--- src/rtl/usb_hub_pkg.sv ---
// -----------------------------------------------------------------------------
// usb_hub_pkg
// Shared definitions for the USB hub downstream-port scheduler:
//   - sched_state_e : scheduler FSM states (IDLE, STREAM)
//   - calc_pw       : width of a port index (at least 1 bit)
//   - calc_cw       : width of a per-port packet counter (0..depth inclusive)
// -----------------------------------------------------------------------------
package usb_hub_pkg;

    typedef enum logic [0:0] {
        IDLE   = 1'b0,
        STREAM = 1'b1
    } sched_state_e;

    // A single-port hub still carries a 1-bit port index so ports never collapse to zero width.
    function automatic int calc_pw(input int num_ports);
        int w;
        if (num_ports <= 1) begin
            w = 1;
        end else begin
            w = $clog2(num_ports);
        end
        return w;
    endfunction

    // Counter must represent every value from 0 up to and including depth.
    function automatic int calc_cw(input int depth);
        return $clog2(depth + 1);
    endfunction

endpackage

--- src/rtl/usb_hub_pkt_fifo.sv ---
// -----------------------------------------------------------------------------
// usb_hub_pkt_fifo
// First-word-fall-through FIFO of {last, data} entries for one downstream port,
// with a count of complete packets held and a synchronous flush.
// Ports:
//   clock, reset          : rising-edge clock, synchronous active-high reset
//   flush                 : clears pointers and packet count; beats a same-cycle write
//   wr_en/wr_data/wr_last : write request (ignored while full)
//   rd_en                 : pop the head entry (ignored while empty)
//   head_data/head_last   : entry at the read pointer
//   next_data/next_last   : entry just behind the head (used to preload the
//                           registered output stage on a pop)
//   full, empty           : pointer-equality status using the wrap bit
//   pkt_cnt               : number of complete packets stored
// -----------------------------------------------------------------------------
module usb_hub_pkt_fifo
    import usb_hub_pkg::*;
#(
    parameter int DEPTH = 8,
    parameter int DW    = 8,
    parameter int CW    = calc_cw(DEPTH)
) (
    input  logic          clock,
    input  logic          reset,
    input  logic          flush,
    input  logic          wr_en,
    input  logic [DW-1:0] wr_data,
    input  logic          wr_last,
    input  logic          rd_en,
    output logic [DW-1:0] head_data,
    output logic          head_last,
    output logic [DW-1:0] next_data,
    output logic          next_last,
    output logic          full,
    output logic          empty,
    output logic [CW-1:0] pkt_cnt
);

    localparam int         AW      = $clog2(DEPTH);
    localparam logic [AW:0] PTR_ONE = {{AW{1'b0}}, 1'b1};

    logic [AW:0]   wr_ptr_q, wr_ptr_d;
    logic [AW:0]   rd_ptr_q, rd_ptr_d;
    logic [CW-1:0] pkt_cnt_q, pkt_cnt_d;
    logic [DW:0]   mem_q [DEPTH];
    logic          do_wr_s;
    logic          do_rd_s;
    logic [AW-1:0] next_idx_s;

    // Same index with different wrap bits means the writer is a full lap ahead.
    assign full       = (wr_ptr_q[AW] != rd_ptr_q[AW]) && (wr_ptr_q[AW-1:0] == rd_ptr_q[AW-1:0]);
    assign empty      = (wr_ptr_q == rd_ptr_q);
    assign do_wr_s    = wr_en & ~full;
    assign do_rd_s    = rd_en & ~empty;
    assign next_idx_s = rd_ptr_q[AW-1:0] + PTR_ONE[AW-1:0];

    assign {head_last, head_data} = mem_q[rd_ptr_q[AW-1:0]];
    assign {next_last, next_data} = mem_q[next_idx_s];
    assign pkt_cnt                = pkt_cnt_q;

    // Next-state pointers and packet count; flush overrides any traffic.
    always_comb begin
        wr_ptr_d  = wr_ptr_q;
        rd_ptr_d  = rd_ptr_q;
        pkt_cnt_d = pkt_cnt_q;
        if (flush) begin
            wr_ptr_d  = {(AW+1){1'b0}};
            rd_ptr_d  = {(AW+1){1'b0}};
            pkt_cnt_d = {CW{1'b0}};
        end else begin
            wr_ptr_d = do_wr_s ? (wr_ptr_q + PTR_ONE) : wr_ptr_q;
            rd_ptr_d = do_rd_s ? (rd_ptr_q + PTR_ONE) : rd_ptr_q;
            // A packet completing and one leaving in the same cycle cancel out.
            case ({do_wr_s & wr_last, do_rd_s & head_last})
                2'b10:   pkt_cnt_d = pkt_cnt_q + {{(CW-1){1'b0}}, 1'b1};
                2'b01:   pkt_cnt_d = pkt_cnt_q - {{(CW-1){1'b0}}, 1'b1};
                default: pkt_cnt_d = pkt_cnt_q;
            endcase
        end
    end

    // Pointer and packet-count registers.
    always_ff @(posedge clock) begin
        if (reset) begin
            wr_ptr_q  <= {(AW+1){1'b0}};
            rd_ptr_q  <= {(AW+1){1'b0}};
            pkt_cnt_q <= {CW{1'b0}};
        end else begin
            wr_ptr_q  <= wr_ptr_d;
            rd_ptr_q  <= rd_ptr_d;
            pkt_cnt_q <= pkt_cnt_d;
        end
    end

    // Storage array; a flushed write is discarded.
    always_ff @(posedge clock) begin
        if (do_wr_s && !flush) begin
            mem_q[wr_ptr_q[AW-1:0]] <= {wr_last, wr_data};
        end
    end

endmodule

--- src/rtl/usb_hub_port_scheduler.sv ---
// -----------------------------------------------------------------------------
// usb_hub_port_scheduler
// Buffers byte packets per downstream port and streams complete packets from
// attached ports, one at a time and round-robin, onto the shared serializer.
// Ports:
//   clock, reset                 : rising-edge clock, synchronous active-high reset
//   port_attached[NUM_PORTS]     : per-port attach status; detach flushes the port
//   wr_data/wr_val/wr_last       : per-port byte writes (port i at slice i)
//   wr_ready[NUM_PORTS]          : attached and not full
//   out_data/out_val/out_last    : granted byte stream (registered)
//   out_port                     : index of granted port (registered)
//   out_ready                    : serializer consumes the current byte
//   out_abort                    : pulse when the granted port detaches mid-packet
//   port_overflow[NUM_PORTS]     : pulse when a port is flushed on overflow
//   pkt_pending[NUM_PORTS]       : port holds at least one complete packet
// -----------------------------------------------------------------------------
module usb_hub_port_scheduler
    import usb_hub_pkg::*;
#(
    parameter  int NUM_PORTS  = 2,
    parameter  int FIFO_DEPTH = 8,
    parameter  int DATA_WIDTH = 8,
    localparam int PW         = calc_pw(NUM_PORTS),
    localparam int CW         = calc_cw(FIFO_DEPTH)
) (
    input  logic                            clock,
    input  logic                            reset,
    input  logic [NUM_PORTS-1:0]            port_attached,
    input  logic [NUM_PORTS*DATA_WIDTH-1:0] wr_data,
    input  logic [NUM_PORTS-1:0]            wr_val,
    input  logic [NUM_PORTS-1:0]            wr_last,
    output logic [NUM_PORTS-1:0]            wr_ready,
    output logic [DATA_WIDTH-1:0]           out_data,
    output logic                            out_val,
    output logic                            out_last,
    output logic [PW-1:0]                   out_port,
    input  logic                            out_ready,
    output logic                            out_abort,
    output logic [NUM_PORTS-1:0]            port_overflow,
    output logic [NUM_PORTS-1:0]            pkt_pending
);

    // First set bit of req at or after start, wrapping; MSB of result = found.
    function automatic logic [PW:0] rr_pick(input logic [NUM_PORTS-1:0] req,
                                            input logic [PW-1:0]        start);
        logic          found;
        logic [PW-1:0] sel;
        logic [PW-1:0] cand;
        int            idx;
        found = 1'b0;
        sel   = {PW{1'b0}};
        for (int k = 0; k < NUM_PORTS; k++) begin
            idx  = (int'(start) + k) % NUM_PORTS;
            cand = idx[PW-1:0];
            if (!found && req[cand]) begin
                found = 1'b1;
                sel   = cand;
            end
        end
        return {found, sel};
    endfunction

    function automatic logic [PW-1:0] rr_next(input logic [PW-1:0] cur);
        logic [PW-1:0] nxt;
        if (int'(cur) >= NUM_PORTS - 1) begin
            nxt = {PW{1'b0}};
        end else begin
            nxt = cur + {{(PW-1){1'b0}}, 1'b1};
        end
        return nxt;
    endfunction

    logic [NUM_PORTS-1:0]  full_s, empty_s, flush_s, overflow_s;
    logic [NUM_PORTS-1:0]  fifo_wr_s, fifo_rd_s, head_last_s, next_last_s;
    logic [NUM_PORTS-1:0]  eligible_s;
    logic [DATA_WIDTH-1:0] head_data_s [NUM_PORTS];
    logic [DATA_WIDTH-1:0] next_data_s [NUM_PORTS];
    logic [CW-1:0]         pkt_cnt_s   [NUM_PORTS];
    logic [PW:0]           pick_s;
    logic [PW-1:0]         pick_idx_s;

    sched_state_e          state_q, state_d;
    logic [PW-1:0]         rr_ptr_q, rr_ptr_d;
    logic [PW-1:0]         out_port_q, out_port_d;
    logic                  out_val_q, out_val_d;
    logic                  out_last_q, out_last_d;
    logic [DATA_WIDTH-1:0] out_data_q, out_data_d;
    logic                  out_abort_q, out_abort_d;
    logic [NUM_PORTS-1:0]  port_overflow_q;

    for (genvar i = 0; i < NUM_PORTS; i++) begin : g_port
        assign wr_ready[i]    = port_attached[i] & ~full_s[i];
        assign fifo_wr_s[i]   = wr_val[i] & wr_ready[i];
        assign fifo_rd_s[i]   = out_val_q & out_ready & ~empty_s[i] & (out_port_q == PW'(i));
        // Full with no complete packet: the packet in flight can never finish.
        assign overflow_s[i]  = full_s[i] & (pkt_cnt_s[i] == {CW{1'b0}});
        assign flush_s[i]     = ~port_attached[i] | overflow_s[i];
        assign pkt_pending[i] = (pkt_cnt_s[i] != {CW{1'b0}});

        usb_hub_pkt_fifo #(
            .DEPTH (FIFO_DEPTH),
            .DW    (DATA_WIDTH),
            .CW    (CW)
        ) u_fifo (
            .clock     (clock),
            .reset     (reset),
            .flush     (flush_s[i]),
            .wr_en     (fifo_wr_s[i]),
            .wr_data   (wr_data[i*DATA_WIDTH +: DATA_WIDTH]),
            .wr_last   (wr_last[i]),
            .rd_en     (fifo_rd_s[i]),
            .head_data (head_data_s[i]),
            .head_last (head_last_s[i]),
            .next_data (next_data_s[i]),
            .next_last (next_last_s[i]),
            .full      (full_s[i]),
            .empty     (empty_s[i]),
            .pkt_cnt   (pkt_cnt_s[i])
        );
    end

    assign eligible_s = port_attached & pkt_pending;
    assign pick_s     = rr_pick(eligible_s, rr_ptr_q);
    assign pick_idx_s = pick_s[PW-1:0];

    // Scheduler next state. The output byte is registered, so a pop preloads
    // the entry behind the head; it always exists because only complete
    // packets are granted.
    always_comb begin
        state_d     = state_q;
        rr_ptr_d    = rr_ptr_q;
        out_port_d  = out_port_q;
        out_val_d   = out_val_q;
        out_last_d  = out_last_q;
        out_data_d  = out_data_q;
        out_abort_d = 1'b0;
        case (state_q)
            IDLE: begin
                if (pick_s[PW]) begin
                    state_d    = STREAM;
                    out_port_d = pick_idx_s;
                    out_val_d  = 1'b1;
                    out_data_d = head_data_s[pick_idx_s];
                    out_last_d = head_last_s[pick_idx_s];
                end else begin
                    state_d   = IDLE;
                    out_val_d = 1'b0;
                end
            end
            STREAM: begin
                if (!port_attached[out_port_q]) begin
                    // Granted port detached: its flush registers this edge.
                    state_d     = IDLE;
                    out_val_d   = 1'b0;
                    out_last_d  = 1'b0;
                    out_data_d  = {DATA_WIDTH{1'b0}};
                    out_abort_d = 1'b1;
                    rr_ptr_d    = rr_next(out_port_q);
                end else if (out_ready) begin
                    if (out_last_q) begin
                        state_d    = IDLE;
                        out_val_d  = 1'b0;
                        out_last_d = 1'b0;
                        out_data_d = {DATA_WIDTH{1'b0}};
                        rr_ptr_d   = rr_next(out_port_q);
                    end else begin
                        out_data_d = next_data_s[out_port_q];
                        out_last_d = next_last_s[out_port_q];
                    end
                end else begin
                    out_data_d = out_data_q;
                    out_last_d = out_last_q;
                end
            end
            default: begin
                state_d    = IDLE;
                out_val_d  = 1'b0;
                out_last_d = 1'b0;
                out_data_d = {DATA_WIDTH{1'b0}};
            end
        endcase
    end

    // Scheduler FSM and registered outputs.
    always_ff @(posedge clock) begin
        if (reset) begin
            state_q         <= IDLE;
            rr_ptr_q        <= {PW{1'b0}};
            out_port_q      <= {PW{1'b0}};
            out_val_q       <= 1'b0;
            out_last_q      <= 1'b0;
            out_data_q      <= {DATA_WIDTH{1'b0}};
            out_abort_q     <= 1'b0;
            port_overflow_q <= {NUM_PORTS{1'b0}};
        end else begin
            state_q         <= state_d;
            rr_ptr_q        <= rr_ptr_d;
            out_port_q      <= out_port_d;
            out_val_q       <= out_val_d;
            out_last_q      <= out_last_d;
            out_data_q      <= out_data_d;
            out_abort_q     <= out_abort_d;
            port_overflow_q <= overflow_s;
        end
    end

    assign out_data      = out_data_q;
    assign out_val       = out_val_q;
    assign out_last      = out_last_q;
    assign out_port      = out_port_q;
    assign out_abort     = out_abort_q;
    assign port_overflow = port_overflow_q;

endmodule

--- config.mk ---
export PLATFORM = sky130hd
export DESIGN_NAME = usb_hub_port_scheduler
export DESIGN_NICKNAME = d
export VERILOG_FILES = /design/src/rtl/usb_hub_pkg.sv /design/src/rtl/usb_hub_pkt_fifo.sv /design/src/rtl/usb_hub_port_scheduler.sv
export SDC_FILE = /design/constraint.sdc
export NUM_CORES = 1
export LEC_CHECK = 0
export BUFFER_PORTS_ARGS = -buffer_cell sky130_fd_sc_hd__buf_2
export CAP_MARGIN = 25
export CORE_MARGIN = 2
export CORE_UTILIZATION = 55
export DETAILED_ROUTE_END_ITERATION = 12
export PLACE_DENSITY = 0.73
export SYNTH_ARGS = -nofsm -noshare
export SYNTH_HDL_FRONTEND = slang
export SYNTH_SLANG_ARGS = --single-unit
--- constraint.sdc ---
create_clock -name clock -period 6.3 [get_ports clock]
set_input_delay 0.63 -clock clock [delete_from_list [all_inputs] [get_ports clock]]
set_output_delay 0.63 -clock clock [all_outputs]
set_load 0.005 [all_outputs]
Word level (Yosys, flattened, before mapping):

Memories as Yosys holds them, arrays and structs flattened. A register that Yosys moved wholly into a read port is not among the register bits.
Index checks and enable logic that the tools add are counted.

* add/sub/neg operators: 12
* multipliers: 0
* div/mod/pow operators: 0
* $lt $le $gt $ge: 7
* equality and inequality tests: 15
* shift-type cells: 0
* multiplexer cells: 54
* bitwise operators: 32
* reduce and logical (&&, ||, !) cells: 21

Operators with widths (number)
* 8-bit 2-to-1 mux: 10
* 1-bit 2-to-1 mux: 34
* 4-bit by 1-bit adder with 4-bit output, second input constant: 6
* 1-bit bitwise AND: 19
* 4-bit case mux with 2 select lines: 2
* 8-bit case mux with 2 select lines: 1
* 3-bit 2-to-1 mux: 4
* 4-bit equality test: 2
* 4-bit zero test: 2
* 1-bit by 2-bit less-than comparator with 1-bit output, second input constant: 4
* 1-bit NOT: 8
* 4-bit nonzero test: 2
* 4-bit by 1-bit subtractor with 4-bit output, second input constant: 2
* 3-bit by 1-bit adder with 3-bit output, second input constant: 2
* 3-bit equality test: 2
* 2-bit inequality test, second input constant: 3
* 3-bit inequality test, second input constant: 2
* 1-bit case mux with 2 select lines: 3
* 2-bit AND reduction: 3
* 2-bit OR reduction: 3
* 1-bit logical AND: 5
* 2-bit by 1-bit equality test with 1-bit output, second input constant: 2
* 2-bit equality test, second input constant: 2
* 2-bit greater-or-equal comparator, second input constant: 2
* other kinds (9): 16

* bits in registers: 40
* latch bits: 0
* bits in writable memories: 144
* ROM bits: 0
* input bits: 25
* output and inout bits: 18
* word-level logic and storage cells: 157
* memories kept: 2

Memory list
* g_port[0].u_fifo.mem_q: depth 8, bits a word 9, rd ports 2, clocked after memory_dff 1, write ports 1, RTL line usb_hub_pkt_fifo.sv:45 `logic [DW:0] mem_q [DEPTH];`
* g_port[1].u_fifo.mem_q: depth 8, bits a word 9, rd ports 2, clocked after memory_dff 1, write ports 1, RTL line usb_hub_pkt_fifo.sv:45

Logic depth before layout (Yosys ltp):

* depth in word-level cells: 14
* gate-level depth with buffers: 13
* depth with buffers taken out: 12

Cells and area by module:

From an unflattened synthesis, not the netlist that was laid out.

* cells, all modules: 599
* area, all modules: 9225.1 um^2

Modules (own cells, without submodules)
* usb_hub_pkt_fifo at g_port[0].u_fifo: times used 1, cells each 243, area each 4102.7 um^2, sequential area each 2462.4 um^2
* usb_hub_pkt_fifo at g_port[1].u_fifo: times used 1, cells each 243, area each 4101.4 um^2, sequential area each 2462.4 um^2
* usb_hub_port_scheduler: times used 1, cells each 113, area each 1021.0 um^2, sequential area each 320.3 um^2

Least setup slack after synthesis:

OpenSTA, ideal clock, no wires.

* path type: in2reg
* start: in out_ready
* end: reg g_port[1].u_fifo.pkt_cnt_q[3]
* library setup time: 0.070 ns
* arrival: 2.437 ns
* required time: 6.230 ns
* slack: 3.793 ns
* cell stages on the path: 10
* path buffers: 0
* cells stage by stage: nand3_1 -> a41oi_1 -> inv_1 -> nor2_1 -> ha_1 -> nor4bb_1 -> a21oi_1 -> o21a_1 -> or3_1 -> a21oi_1

* word-level cells in the longest chain between the ends: 7
* elaborated cells between the ends (all ways): 9
* classes of those cells: 2 x eq/ne; 1 x mux; 5 x bitwise; 1 x reduce/logical

Ends and longest elaborated chain
* start: declaration: RTL line usb_hub_port_scheduler.sv:37 `input logic out_ready,`
* 1-bit bitwise AND * (3 in a row): RTL line usb_hub_port_scheduler.sv:94 `assign fifo_rd_s[i] = out_val_q & out_ready & ~empty_s[i] & (out_port_q == PW'(i));`
* 1-bit bitwise AND *: RTL line usb_hub_pkt_fifo.sv:54 `assign do_rd_s = rd_en & ~empty;`
* 1-bit bitwise AND *: RTL line usb_hub_pkt_fifo.sv:74 `case ({do_wr_s & wr_last, do_rd_s & head_last})`
* 2-bit by 1-bit equality test with 1-bit output or 2-bit equality test (tied branches): RTL line usb_hub_pkt_fifo.sv:74
* 4-bit case mux with 2 select lines or 2-bit nonzero test (tied branches)
* end signal: assignment: RTL line usb_hub_pkt_fifo.sv:87 `pkt_cnt_q <= {CW{1'b0}};`
* end signal: assignment: RTL line usb_hub_pkt_fifo.sv:91 `pkt_cnt_q <= pkt_cnt_d;`
* end: declaration: RTL line usb_hub_pkt_fifo.sv:44 `logic [CW-1:0] pkt_cnt_q, pkt_cnt_d;`

Mark *: on every way between the ends. The rest lies on a longest branch, timed or not.
A chain may end at the register's enable or synchronous reset.

Final worst setup path:

* start: reg g_port[1].u_fifo.rd_ptr_q[0]
* end: reg g_port[1].u_fifo.pkt_cnt_q[3]

* word-level cells in the longest chain between the ends: 9
* elaborated cells between the ends (all ways): 20
* classes of those cells: 4 x eq/ne; 1 x mux; 12 x bitwise; 3 x reduce/logical

Ends and longest elaborated chain
* start: declaration: RTL line usb_hub_pkt_fifo.sv:43 `logic [AW:0] rd_ptr_q, rd_ptr_d;`
* start signal: assignment: RTL line usb_hub_pkt_fifo.sv:86 `rd_ptr_q <= {(AW+1){1'b0}};`
* start signal: assignment: RTL line usb_hub_pkt_fifo.sv:90 `rd_ptr_q <= rd_ptr_d;`
* 3-bit equality test: RTL line usb_hub_pkt_fifo.sv:51 `assign full = (wr_ptr_q[AW] != rd_ptr_q[AW]) && (wr_ptr_q[AW-1:0] == rd_ptr_q[AW-1:0]);`
* 1-bit logical AND: RTL line usb_hub_pkt_fifo.sv:51
* 1-bit NOT: RTL line usb_hub_pkt_fifo.sv:53, usb_hub_port_scheduler.sv:92
* 1-bit bitwise AND: RTL line usb_hub_port_scheduler.sv:92 `assign wr_ready[i] = port_attached[i] & ~full_s[i];`
* 1-bit bitwise AND: RTL line usb_hub_port_scheduler.sv:93 `assign fifo_wr_s[i] = wr_val[i] & wr_ready[i];`
* 1-bit bitwise AND: RTL line usb_hub_pkt_fifo.sv:53 `assign do_wr_s = wr_en & ~full;`
* 1-bit bitwise AND: RTL line usb_hub_pkt_fifo.sv:74
* 2-bit by 1-bit equality test with 1-bit output or 2-bit equality test (tied branches): RTL line usb_hub_pkt_fifo.sv:74
* 4-bit case mux with 2 select lines or 2-bit nonzero test (tied branches)

Parallel ways exist; a longest one is shown, timed or not.

==> flow_metrics.py <==
metrics = {
    "status": {
        "status": "finished clean",
    },
    "timing": {
        "report.final.setup_viol": 0,
        "timing.final.hold_violations": 0,
        "worstMarginPinSlew_ns": 1.09,
        "rsz0062_at_grt": "false",
        "slew-limit-headroom": 0.269,
        "skew_ns": 0.00856,
        "min_period_ns": 3.26,
        "timing.final.crit_share": 0.517,
        "timing_max_transition_violations_final": 0,
        "setup_total_negative_slack_ns": 0,
        "max_clock_freq_mhz": 307,
    },
    "hold_path": {
        "hp-start": "wr_data[0]",
        "worst_hold_path_class": "primary input to flip-flop",
        "min_delay_path_depth": 1,
        "worst_hold_path.endpoint": "g_port[0].u_fifo.mem_q[7][0]$_DFFE_PP_",
    },
    "synth": {
        "ys_types": 54,
        "synthesis.yosys.warnings": 0,
        "yosys.area.top_type_share": 0.479,
        "synth-seq-area-share": 0.581,
        "synth_area_per_cell_um2": 15.2,
        "postSynthCellCount": 593,
        "post-synth-top-count-cell": "sky130_fd_sc_hd__edfxtp_1",
        "synth_cell_area_um2": 9020,
        "synth-async-reset-ratio": 0,
        "netlist.top_cell.by_area": "sky130_fd_sc_hd__edfxtp_1",
        "syn_nets": 628,
        "synth.cells.most_frequent": "sky130_fd_sc_hd__edfxtp_1 (144), sky130_fd_sc_hd__mux4_2 (64), sky130_fd_sc_hd__dfxtp_1 (46), sky130_fd_sc_hd__nor2_1 (44), sky130_fd_sc_hd__nand2_1 (30)",
        "synth_flop_cell": "sky130_fd_sc_hd__edfxtp_1",
        "synth_top_cells_by_area": "sky130_fd_sc_hd__edfxtp_1 (48%), sky130_fd_sc_hd__mux4_2 (16%), sky130_fd_sc_hd__dfxtp_1 (10%), sky130_fd_sc_hd__mux2i_1 (2.4%), sky130_fd_sc_hd__mux2_2 (2.4%)",
        "postSynthRegisterBits": 190,
        "synth_edf_count": 144,
    },
    "detailed_routing": {
        "drt_drc_violations_left": 0,
        "via_count": 5360,
        "drt-total-wl_um": 19400,
        "viasPerCell": 6.25,
        "drtAntennaViolNets": 0,
        "wl_per_cell_um": 22.7,
        "dr.pass1.iters": 5,
        "drtIter0Drc": 431,
    },
    "clock_tree": {
        "clk_pin_slew_ns": 0.07,
        "number_of_gates_resized_after_cts": 0,
        "clock-root-buffer": "sky130_fd_sc_hd__clkbuf_16",
        "post-cts-setup-buffers": 0,
        "cts_htree_levels": 4,
        "cts_tree": "built",
        "cts_max_path_buffers": 2,
        "numCtsBuffers": 17,
        "cts_hold_buffers": 0,
        "cts.sink_count": 190,
        "clock_insertion_delay_worst_skew_ns": 0.43,
    },
    "worst_setup_path": {
        "cp-start-kind": "flip-flop",
        "end_kind": "flip-flop",
        "worst-setup-path-type": "flip-flop to flip-flop",
        "worst-r2r-setup-slack_ns": 3.04,
        "critical_path_rt_ns": 6.66,
        "rr_worst_depth": 10,
        "worstReg2RegEnd": "g_port[1].u_fifo.pkt_cnt[3]$_SDFFE_PP0P_",
        "critical_path_arrival_ns": 3.61,
        "worstPathMaxFanout": 19,
        "worst_r2r_startpoint": "g_port[1].u_fifo.rd_ptr_q[0]$_SDFFE_PP0P_",
    },
    "floorplanning": {
        "die_area_um2": 17400,
        "initial_core_util": 0.566,
        "die_x_um": 132,
        "die_height_um": 132,
        "pin_count": 43,
        "floorplan.rows": 46,
        "design.core.area_um2": 15900,
    },
    "cells_and_area": {
        "post-route-cell-area_um2": 10000,
        "num-fill-cells": 1170,
        "layout-area-overhead-vs-synth_pct": 11.1,
        "finish.cell_count_without_fillers": 857,
        "share_of_final_layout_standard_cells_stronger_than_drive_strength_1": 0.292,
        "design.final.nets": 662,
    },
    "pwr": {
        "vdd_drop_max_mv": 0.222,
        "p_per_area_nw_per_um2": 253,
        "total_power_mw": 2.54,
        "leakagePower_nw": 3.20,
    },
    "grt": {
        "grt_start_max_net_pins": 23,
        "grt_usage": 0.232,
        "antenna_violations_before_repair": 1,
        "overall_overflow_remaining_after_global_route": 0,
        "first_global_vias": 5514,
        "global_route_wire_length_before_repair_um": 30500,
    },
    "placement": {
        "dpl.cell_count": 823,
        "post_dp_cell_area_um2": 9410,
        "gp_routability_congestion": 0.864,
        "port_buffers": 42,
        "detailed_placement_hpwl_um": 12900,
    },
    "run": {
        "cap_violations": 0,
    },
}
-- power breakdown --
group          internal [mW]  switching, mW
sequential              1.36        0.00916
combinational         0.0335         0.0497
clock                  0.626          0.465
-- critical path, stage by stage (launching register included) --
cell and delay, ns:
sky130_fd_sc_hd__dfxtp_1 0.89, sky130_fd_sc_hd__xnor2_1 0.21, sky130_fd_sc_hd__a41oi_1 0.57, sky130_fd_sc_hd__inv_1 0.09, sky130_fd_sc_hd__nor2_1 0.18, sky130_fd_sc_hd__ha_1 0.27, sky130_fd_sc_hd__nor4bb_1 0.29, sky130_fd_sc_hd__a21oi_1 0.06
sky130_fd_sc_hd__o21a_1 0.17, sky130_fd_sc_hd__or3_1 0.30, sky130_fd_sc_hd__a21oi_1 0.15
-- sequential cells by signal, indices dropped and copies added, names as in the netlist, named ones only --
register / flops
out_last: 1
out_abort: 1
g_port.u_fifo.rd_ptr_q: 8
g_port.u_fifo.wr_ptr_q: 8
port_overflow: 2
state_q: 1
out_val: 1
g_port.u_fifo.mem_q: 144
rr_ptr_q: 1
g_port.u_fifo.pkt_cnt: 8
out_port: 1
out_data: 8
-- layer usage --
layer	track usage	vias to the layer above	routed length, µm
li1	-	2414	-
met1	0.293	2702	7600
met2	0.404	214	10200
met3	0.0515	30	1270
met4	0.0700	0	355
met5	0	-	0
-- kinds of logic (layout without fill, tap and decap cells) --
| family | after synthesis | in the layout | share of synthesized area |
|---|---|---|---|
| compound gates | 61 | 61 | 0.0519 |
| xor+xnor | 33 | 33 | 0.0329 |
| fa+ha+maj | 10 | 10 | 0.0139 |
| buf+inv | 43 | 90 | 0.0280 |
| flops | 190 | 190 | 0.581 |
| mux | 105 | 105 | 0.208 |
| other cells | 0 | 1 | 0 |
| simple gates | 151 | 151 | 0.0842 |
-- layout make-up --
class / instances / area [µm²] / share of cell area
tap: 216 / 270 / 0.0270
sequential: 190 / 5250 / 0.523
multi-input combinational: 360 / 3560 / 0.355
antenna: 1 / 2.50 / 0.000250
clock buffer: 19 / 433 / 0.0432
inverter: 7 / 26.3 / 0.00262
timing repair buffer: 51 / 322 / 0.0321
clock inverter: 13 / 163 / 0.0162
-- metrics by stage --
step                setup slack, ns  utilization  hold WS (ns)
floorplan                      3.79            -         0.461
global placement               3.24        0.587         0.477
detailed placement             3.08        0.590         0.496
CTS                            3.06        0.628         0.444
global route                   2.78        0.629         0.462
finish                         3.04        0.629         0.460
-- placed cells by master, fill, tap and decap left out, drive strengths merged, types with 4 or more instances in the layout --
master,instances
buf,51
edfxtp,144
mux2i,22
a221oi,5
nor2,45
ha,10
clkinv,4
xnor2,18
a41oi,6
nand3b,5
mux4,64
nor2b,4
a311oi,8
nand2b,5
nor3,8
nand3,29
inv,10
clkbuf,19
and2,5
nand2,30
dfxtp,46
a21oi,17
xor2,15
mux2,19
o21ai,11
-- worst max-delay path by stage --
stage                                                         start                                  endpoint  slack, ns  cells past startpoint
after floorplan                                           out_ready  g_port[1].u_fifo.pkt_cnt[3]$_SDFFE_PP0P_       3.79                     10
after global placement    g_port[1].u_fifo.rd_ptr_q[0]$_SDFFE_PP0P_  g_port[1].u_fifo.pkt_cnt[3]$_SDFFE_PP0P_       3.24                     10
after detailed placement  g_port[1].u_fifo.rd_ptr_q[0]$_SDFFE_PP0P_  g_port[1].u_fifo.pkt_cnt[2]$_SDFFE_PP0P_       3.08                     12
after CTS                 g_port[1].u_fifo.rd_ptr_q[0]$_SDFFE_PP0P_  g_port[1].u_fifo.pkt_cnt[3]$_SDFFE_PP0P_       3.06                     10
after global routing      g_port[1].u_fifo.rd_ptr_q[0]$_SDFFE_PP0P_  g_port[1].u_fifo.pkt_cnt[3]$_SDFFE_PP0P_       2.78                     10
final                     g_port[1].u_fifo.rd_ptr_q[0]$_SDFFE_PP0P_  g_port[1].u_fifo.pkt_cnt[3]$_SDFFE_PP0P_       3.04                     10
No activity file was read; power rests on OpenSTA's default activity.
